**src/rtl/mem_arbiter.sv**
```systemverilog
`default_nettype none
// ============================================================================
// Module      : mem_arbiter
// Description : Shares one external memory port between the CPU and the
//               program loader. It grants one requester at a time from IDLE,
//               runs the req/ack transaction toward memory in BUSY, and
//               produces a one-cycle done pulse with read data in RESP.
//               A BUSY watchdog aborts unanswered transactions.
// Ports       :
//   clk, rst                          clock, synchronous active-high reset
//   cpu_req/we/addr/wdata (in)        CPU request, held until cpu_done
//   cpu_rdata, cpu_done, cpu_stall    CPU response and stall indication
//   ld_req/we/addr/wdata (in)         loader request, held until ld_done
//   ld_rdata, ld_done                 loader response
//   ld_lock (in)                      blocks CPU grants (programming mode)
//   mem_req/we/addr/wdata (out)       registered memory request
//   mem_rdata, mem_ack (in)           memory response
//   timeout_err (out)                 sticky abort flag, cleared by rst
// Revision    : 1.0 - initial release
// ============================================================================
module mem_arbiter #(
    parameter int AW      = 16,
    parameter int TIMEOUT = 255
) (
    input  logic          clk,
    input  logic          rst,
    input  logic          cpu_req,
    input  logic          cpu_we,
    input  logic [AW-1:0] cpu_addr,
    input  logic [7:0]    cpu_wdata,
    output logic [7:0]    cpu_rdata,
    output logic          cpu_done,
    output logic          cpu_stall,
    input  logic          ld_req,
    input  logic          ld_we,
    input  logic [AW-1:0] ld_addr,
    input  logic [7:0]    ld_wdata,
    output logic [7:0]    ld_rdata,
    output logic          ld_done,
    input  logic          ld_lock,
    output logic          mem_req,
    output logic          mem_we,
    output logic [AW-1:0] mem_addr,
    output logic [7:0]    mem_wdata,
    input  logic [7:0]    mem_rdata,
    input  logic          mem_ack,
    output logic          timeout_err
);

    typedef enum logic [1:0] {
        IDLE = 2'd0,
        BUSY = 2'd1,
        RESP = 2'd2
    } state_t;

    localparam logic       OWN_CPU   = 1'b0;
    localparam logic       OWN_LD    = 1'b1;
    localparam logic [7:0] C_TIMEOUT = 8'(TIMEOUT);

    state_t     r_state;
    state_t     w_next_state;
    logic       r_owner;
    logic       r_last_owner;
    logic [7:0] r_cnt;
    logic [7:0] r_resp;

    logic       w_cpu_elig;
    logic       w_grant;
    logic       w_grant_owner;
    logic       w_limit;

    // ------------------------------------------------------------------
    // State register
    // ------------------------------------------------------------------
    always_ff @(posedge clk) begin
        if (rst) begin
            r_state <= IDLE;
        end else begin
            r_state <= w_next_state;
        end
    end

    // ------------------------------------------------------------------
    // Grant selection and next-state logic
    // ------------------------------------------------------------------
    always_comb begin
        w_next_state  = r_state;
        w_grant       = 1'b0;
        w_grant_owner = OWN_CPU;
        w_cpu_elig    = cpu_req & ~ld_lock;
        // r_cnt counts completed BUSY cycles, so +1 is the current cycle
        // number; the abort fires on BUSY cycle TIMEOUT.
        w_limit       = ((r_cnt + 8'd1) == C_TIMEOUT);

        case (r_state)
            IDLE: begin
                if (w_cpu_elig && ld_req) begin
                    w_grant       = 1'b1;
                    // Tie: whoever was not served last wins.
                    w_grant_owner = (r_last_owner == OWN_LD) ? OWN_CPU : OWN_LD;
                end else if (w_cpu_elig) begin
                    w_grant       = 1'b1;
                    w_grant_owner = OWN_CPU;
                end else if (ld_req) begin
                    w_grant       = 1'b1;
                    w_grant_owner = OWN_LD;
                end
                if (w_grant) begin
                    w_next_state = BUSY;
                end
            end
            BUSY: begin
                if (mem_ack || w_limit) begin
                    w_next_state = RESP;
                end
            end
            RESP: begin
                w_next_state = IDLE;
            end
            default: begin
                w_next_state = IDLE;
            end
        endcase
    end

    // ------------------------------------------------------------------
    // Datapath: memory request registers, watchdog, response register
    // ------------------------------------------------------------------
    always_ff @(posedge clk) begin
        if (rst) begin
            r_owner      <= OWN_CPU;
            r_last_owner <= OWN_LD;
            r_cnt        <= 8'd0;
            r_resp       <= 8'd0;
            mem_req      <= 1'b0;
            mem_we       <= 1'b0;
            mem_addr     <= '0;
            mem_wdata    <= 8'd0;
            timeout_err  <= 1'b0;
        end else begin
            case (r_state)
                IDLE: begin
                    if (w_grant) begin
                        r_owner      <= w_grant_owner;
                        r_last_owner <= w_grant_owner;
                        r_cnt        <= 8'd0;
                        mem_req      <= 1'b1;
                        if (w_grant_owner == OWN_LD) begin
                            mem_we    <= ld_we;
                            mem_addr  <= ld_addr;
                            mem_wdata <= ld_wdata;
                        end else begin
                            mem_we    <= cpu_we;
                            mem_addr  <= cpu_addr;
                            mem_wdata <= cpu_wdata;
                        end
                    end
                end
                BUSY: begin
                    r_cnt <= r_cnt + 8'd1;
                    // Ack has priority over the watchdog on the same cycle.
                    if (mem_ack) begin
                        r_resp  <= mem_rdata;
                        mem_req <= 1'b0;
                    end else if (w_limit) begin
                        r_resp      <= 8'hFF;
                        mem_req     <= 1'b0;
                        timeout_err <= 1'b1;
                    end
                end
                default: begin
                end
            endcase
        end
    end

    // ------------------------------------------------------------------
    // Responses: done is a decode of the RESP state and the owner.
    // ------------------------------------------------------------------
    assign cpu_done  = (r_state == RESP) && (r_owner == OWN_CPU);
    assign ld_done   = (r_state == RESP) && (r_owner == OWN_LD);
    assign cpu_rdata = r_resp;
    assign ld_rdata  = r_resp;
    assign cpu_stall = cpu_req & ~cpu_done;

endmodule
`default_nettype wire

```
**config.mk**
```make
export PLATFORM = sky130hd
export DESIGN_NAME = mem_arbiter
export DESIGN_NICKNAME = d
export VERILOG_FILES = /design/src/rtl/mem_arbiter.sv
export SDC_FILE = /design/constraint.sdc
export NUM_CORES = 1
export LEC_CHECK = 0
export ABC_AREA = 1
export ABC_CLOCK_PERIOD_IN_PS = 4180
export CAP_MARGIN = 10
export CORE_MARGIN = 8
export CORE_UTILIZATION = 44
export DETAILED_ROUTE_END_ITERATION = 6
export PLACE_DENSITY = 0.85
export RECOVER_POWER = 50
export SYNTH_ARGS = -nofsm -noshare
export SYNTH_HDL_FRONTEND = slang
export SYNTH_SLANG_ARGS = --single-unit
```
**constraint.sdc**
```tcl
create_clock -name clk -period 4.18 [get_ports clk]
set_input_delay 0.836 -clock clk [delete_from_list [all_inputs] [get_ports clk]]
set_output_delay 0.836 -clock clk [all_outputs]
set_load 0.01 [all_outputs]
```
-- Word-level counts from Yosys, hierarchy flattened
Index checks and enable logic that the tools add are counted.
- input port bits: 64
- output and inout port bits: 46
- register bits: 47
- reductions and logical operators: 13
- mux-type cells: 23
- equality and inequality tests: 7
- bitwise operators: 6
- $add $sub $neg: 1
- operators by type and width (cell ; count):
    two-way mux 8 bit ; 4
    two-way mux 16 bit ; 1
    case mux 8 bit (2 select lines) ; 1
    two-way mux 1 bit ; 13
    adder 8 x 1 -> 8 bit (second input constant) ; 1
    equality test 8 bit (second input constant) ; 1
    AND reduction 2 bit ; 4
    AND reduction 3 bit ; 2
    two-way mux 2 bit ; 2
    != test 2 bit (second input constant) ; 2
    NOT 1 bit ; 4
    case mux 2 bit (2 select lines) ; 1
    nonzero test 2 bit ; 2
    logical AND 1 bit ; 3
    != test 3 bit (second input constant) ; 1
    AND 1 bit ; 2
    equality test 2 x 1 -> 1 bit (second input constant) ; 1
    equality test 2 bit (second input constant) ; 1
    zero test 2 bit ; 1
    != test 2 x 1 -> 1 bit (second input constant) ; 1
    case mux 1 bit (2 select lines) ; 1
    logical OR 1 bit ; 1

-- Depth between registers and ports, before layout
- word-level depth: 8
- depth in mapped cells: 12

-- Worst setup path before layout
OpenSTA, ideal clock, no wires.
- path kind: in2out
- start point: input cpu_req
- end point: output cpu_stall
- required time: 3.344 ns
- cell stages on the path: 2
- buffers on the path: 0
- slack: 2.363 ns
- data arrival time: 0.981 ns
- cell sequence: o21ai_0 inv_1
- cells in the longest elaborated chain, start to end: 1
- RTL lines (element ; line ; text):
    start: declaration ; 27 ; input logic cpu_req,
    AND 1 bit ; 184 ; assign cpu_stall = cpu_req & ~cpu_done;
    end: declaration ; 33 ; output logic cpu_stall,
Every way passes these cells.

-- Worst setup path after layout
- start point: input cpu_req
- end point: register mem_addr[3]
- cells in the longest elaborated chain, start to end: 6
- elaborated cells between the ends (all ways): 11
- RTL lines (element ; line ; text):
    AND 1 bit (*) ; 90 ; w_cpu_elig = cpu_req & ~ld_lock;
    two-way mux 1 bit or logical AND 1 bit (tied branches) ; 101, 97 ;
    two-way mux 1 bit ; 97 ; if (w_cpu_elig && ld_req) begin
    two-way mux 1 bit (2 in a row) ; 95 ; case (r_state)
    AND reduction 2 bit (no source line) ; -- ;
    end signal: assignment ; 150 ; mem_addr <= ld_addr;
    end signal: assignment ; 154 ; mem_addr <= cpu_addr;
    end: declaration ; 43 ; output logic [AW-1:0] mem_addr,
Mark *: on every way between the ends. The rest lies on a longest branch, timed or not. The select of a mux whose other input is x is not followed.
A chain may end at the register's enable or synchronous reset.

==> metrics.md <==
| Metric | Value |
|---|---|
| Row cnt | 26 |
| Finish-stage setup viols | 0 |
| Utilization after layout | 0.682 |
| Reg power frac | 0.445 |
| Final setup skew | 0.0138 ns |
| Most used cell, CP | nand2_1 |
| CTS Root Cell | clkbuf_8 |
| Worst-Skew Late Latency | approximately 0.29 ns |
| Crit-path cells | dlygate4sd3_1, inv_1, nor2_1, nand2_1, nand2_1, inv_2, nand2_1, nand3_1, o211ai_1, inv_1 |
| Comb pwr share | 0.262 |
| CTS tree | yes |
| Resize count post-CTS | 0 |
| Post-CTS Setup Repair Bufs | 0 |
| CTS Buf Count | 5 |
| Setup TNS | 0 ns |
| Post-Syn Area per Cell | 7.30 um2 |
| Routed WL per cell | 13.1 um |
| Area share of the largest cell type after synthesis | 0.403 |
| Dpl cells | 479 |
| Status | finished, final reports clean |
| Drt total wl | 6.39 mm |
| Gr usage total | 0.168 |
| Startpoint types | input port |
| Die H | 88.8 um |
| Crit path kind | input port to register |
| Worst rel slew slack | 0.409 |
| Antenna Cells | 0 |
| Largest net degree at the start of global routing | 51 |
| Starting Density | 0.457 |
| YS warnings | 0 |
| Clock sink total | between 40 and 50 |
| Cell count after synthesis | 320 |
| Worst VDD drop | 0.230 mV |
| Fraction of registers with async set/reset | 0 |
| Final Hold Violating Endpoints | 0 |
| Slowest stage delay, CP | between 0.6 and 0.7 ns |
| CTS H-tree depth | 2 |
| Final net count | 482 |
| Total gr overflow | 0 |
| Hold WC Path Type | register to register |
| Hold_ws | roughly 0.46 ns |
| Port Buffers | 109 |
| Post-synth EDFFs | 0 |
| PwrDens | 332 nW/um2 |
| Minimum clock period | 2.91 ns |
| CP required | 4.36 ns |
| Net Count, Synth | 386 |
| Remaining DRCs | 0 |
| Antenna Violating Nets Remaining | 0 |
| Final period utilization | 0.696 |
| Setup crit end kind | register |
| Vias in the first global route | 2319 |
| Worst Path Buf+Inv | 4 |
| Die Width | between 80 and 90 um |
| Max_cap viols | 0 |
| Slowest-stage cell, CP | nand2_1 |
| Most numerous cell in the Yosys netlist | nand2_1 |
| #FFs+latches synth | 47 |
| Max-slew violations | 0 |
| Iter 0 DRT Violations | 111 |
| Crit path max-delay family | buffers and inverters |
| NetSw | ~0.00032 W |
| TritonRoute pass-1 iters | 4 |
| F_max | 0.344 GHz |
| Post-synthesis sequential area ratio | 0.403 |
| Layout cell share with drive strength beyond 1 | 0.0743 |
| Final cell count without fillers | 487 |
| Worst-path fanout max | 28 |
| Final Wtd Congestion | 0.811 |
| Post-Syn Area | around 2300 um2 |
| Worst Tran Pin Value | 0.884 ns |
| Die ar. | between 7000 and 8000 um2 |
| Num ports | 110 |
| First-pass GRT wire length | 10.5 mm |
| Filler Cells Inserted | 452 |
| RSZ-0062 raised after global routing | no |
| CTS Buffer Depth | 2 |
| Synth top area cells | dfxtp_1, nand2_1, o211ai_1 |
| Total Power | around 0.0012 W |
| Cell leakage power | ~1.5 nW |
| Sw Ratio | 0.275 |
| Commonest cells post-synth | nand2_1, inv_1, dfxtp_1 |
| Clock transition at path regs | 0.08 ns |
| Prevailing post-synth register cell | dfxtp_1 |
| Hold_buf cts | 0 |
| Via count | 2316 |
| Post-synth top area cell | dfxtp_1 |
| Area Growth Syn to Fin | 49.1% |
| CP Data Arrival Time | a little over 3 ns |
| Clock Power Share | 0.293 |
| Vias/cell | 4.76 |
| Internal Power | 0.000838 W |
| Synth unique cells | 30 |
| HPWL after DPL | 4.96 mm |
| Initial antenna violation count | 0 |
| Core footprint | 5110 um2 |
-- sequential cells by signal, summed over array words and instances (netlist names) --
signal,count
mem_wdata,8
mem_addr,16
r_owner,1
cpu_rdata,8
timeout_err,1
mem_we,1
mem_req,1
r_cnt,8
r_last_owner,1
r_state,2
-- per-layer routing --
| layer | up-vias | share of wire | global-route usage |
|---|---|---|---|
| met5 | - | 0 | 0 |
| met2 | 69 | 0.49 | 0.283 |
| li1 | 1215 | - | - |
| met4 | 0 | 0.0083 | 0.0430 |
| met1 | 1028 | 0.42 | 0.189 |
| met3 | 4 | 0.084 | 0.0734 |
-- worst reg2reg max path, cell delays in order, from the launching register on --
cell and delay [ns]:
dfxtp_1 0.47, nor2_2 0.06, and2_1 0.14, nand2_1 0.64, inv_2 0.40, nand2_1 0.15, nand3_1 0.08, o211ai_1 0.13
inv_1 0.07
-- stage by stage --
step	setup slack, ns	area [um2]
after floorplan	2.36	2330
after global placement	1.38	3390
after detailed placement	1.35	3390
after CTS	1.34	3510
after global routing	0.910	3480
final	1.27	3480
-- cell type report --
cell class              count  area, um2  area share
multi-input cells         199       1040       0.298
repair buffers            110       1100       0.316
clock inverters             2       35.0      0.0101
inverters                  53        199      0.0572
well taps                  70       87.6      0.0252
flip-flops and latches     47        941       0.270
clock buffers               6       82.6      0.0237
-- worst paths after layout --
kind	slack [ns]	end	startpoint	depth (start not counted)
setup / recovery	1.27	mem_addr[3]$_SDFFE_PP0P_	cpu_req	10
hold / removal	0.46	r_last_owner$_SDFFE_PP1P_	r_last_owner$_SDFFE_PP1P_	2
setup reg to reg	1.94	mem_addr[3]$_SDFFE_PP0P_	r_state[1]$_SDFFE_PP0P_	8
hold reg to reg	0.46	r_last_owner$_SDFFE_PP1P_	r_last_owner$_SDFFE_PP1P_	2
-- cells in the final DEF (no fill, tap or decap), drive strengths merged, types with 6 or more instances in the layout --
cell type | Yosys | layout
nand2 | 87 | 87
clkdlybuf4s50 | 0 | 73
inv | 52 | 52
dfxtp | 47 | 47
dlygate4sd3 | 0 | 36
nand3 | 33 | 33
o211ai | 25 | 25
a21oi | 18 | 18
nor2 | 15 | 15
o21ai | 12 | 12
clkbuf | 9 | 6
-- power by group through the flow --
stage / logic [W] / registers [W] / clock network, W
2_1_floorplan: 0.000145 / 0.000540 / 0
3_3_place_gp: 0.000319 / 0.000524 / 0
3_5_place_dp: 0.000325 / 0.000524 / 0
4_1_cts: 0.000326 / 0.000516 / 0.000348
5_1_grt: 0.000336 / 0.000520 / 0.000370
6_report: 0.000303 / 0.000515 / 0.000339
-- kinds of logic after synthesis --
kind of cell | count (synthesis) | share of synthesized area
adders and majority gates | 2 | 0.0107
buffers and inverters | 74 | 0.139
and+or+nand+nor | 140 | 0.279
DFF | 47 | 0.403
AOI/OAI and AO/OA | 57 | 0.168
Power figures use the tool's default switching activity.
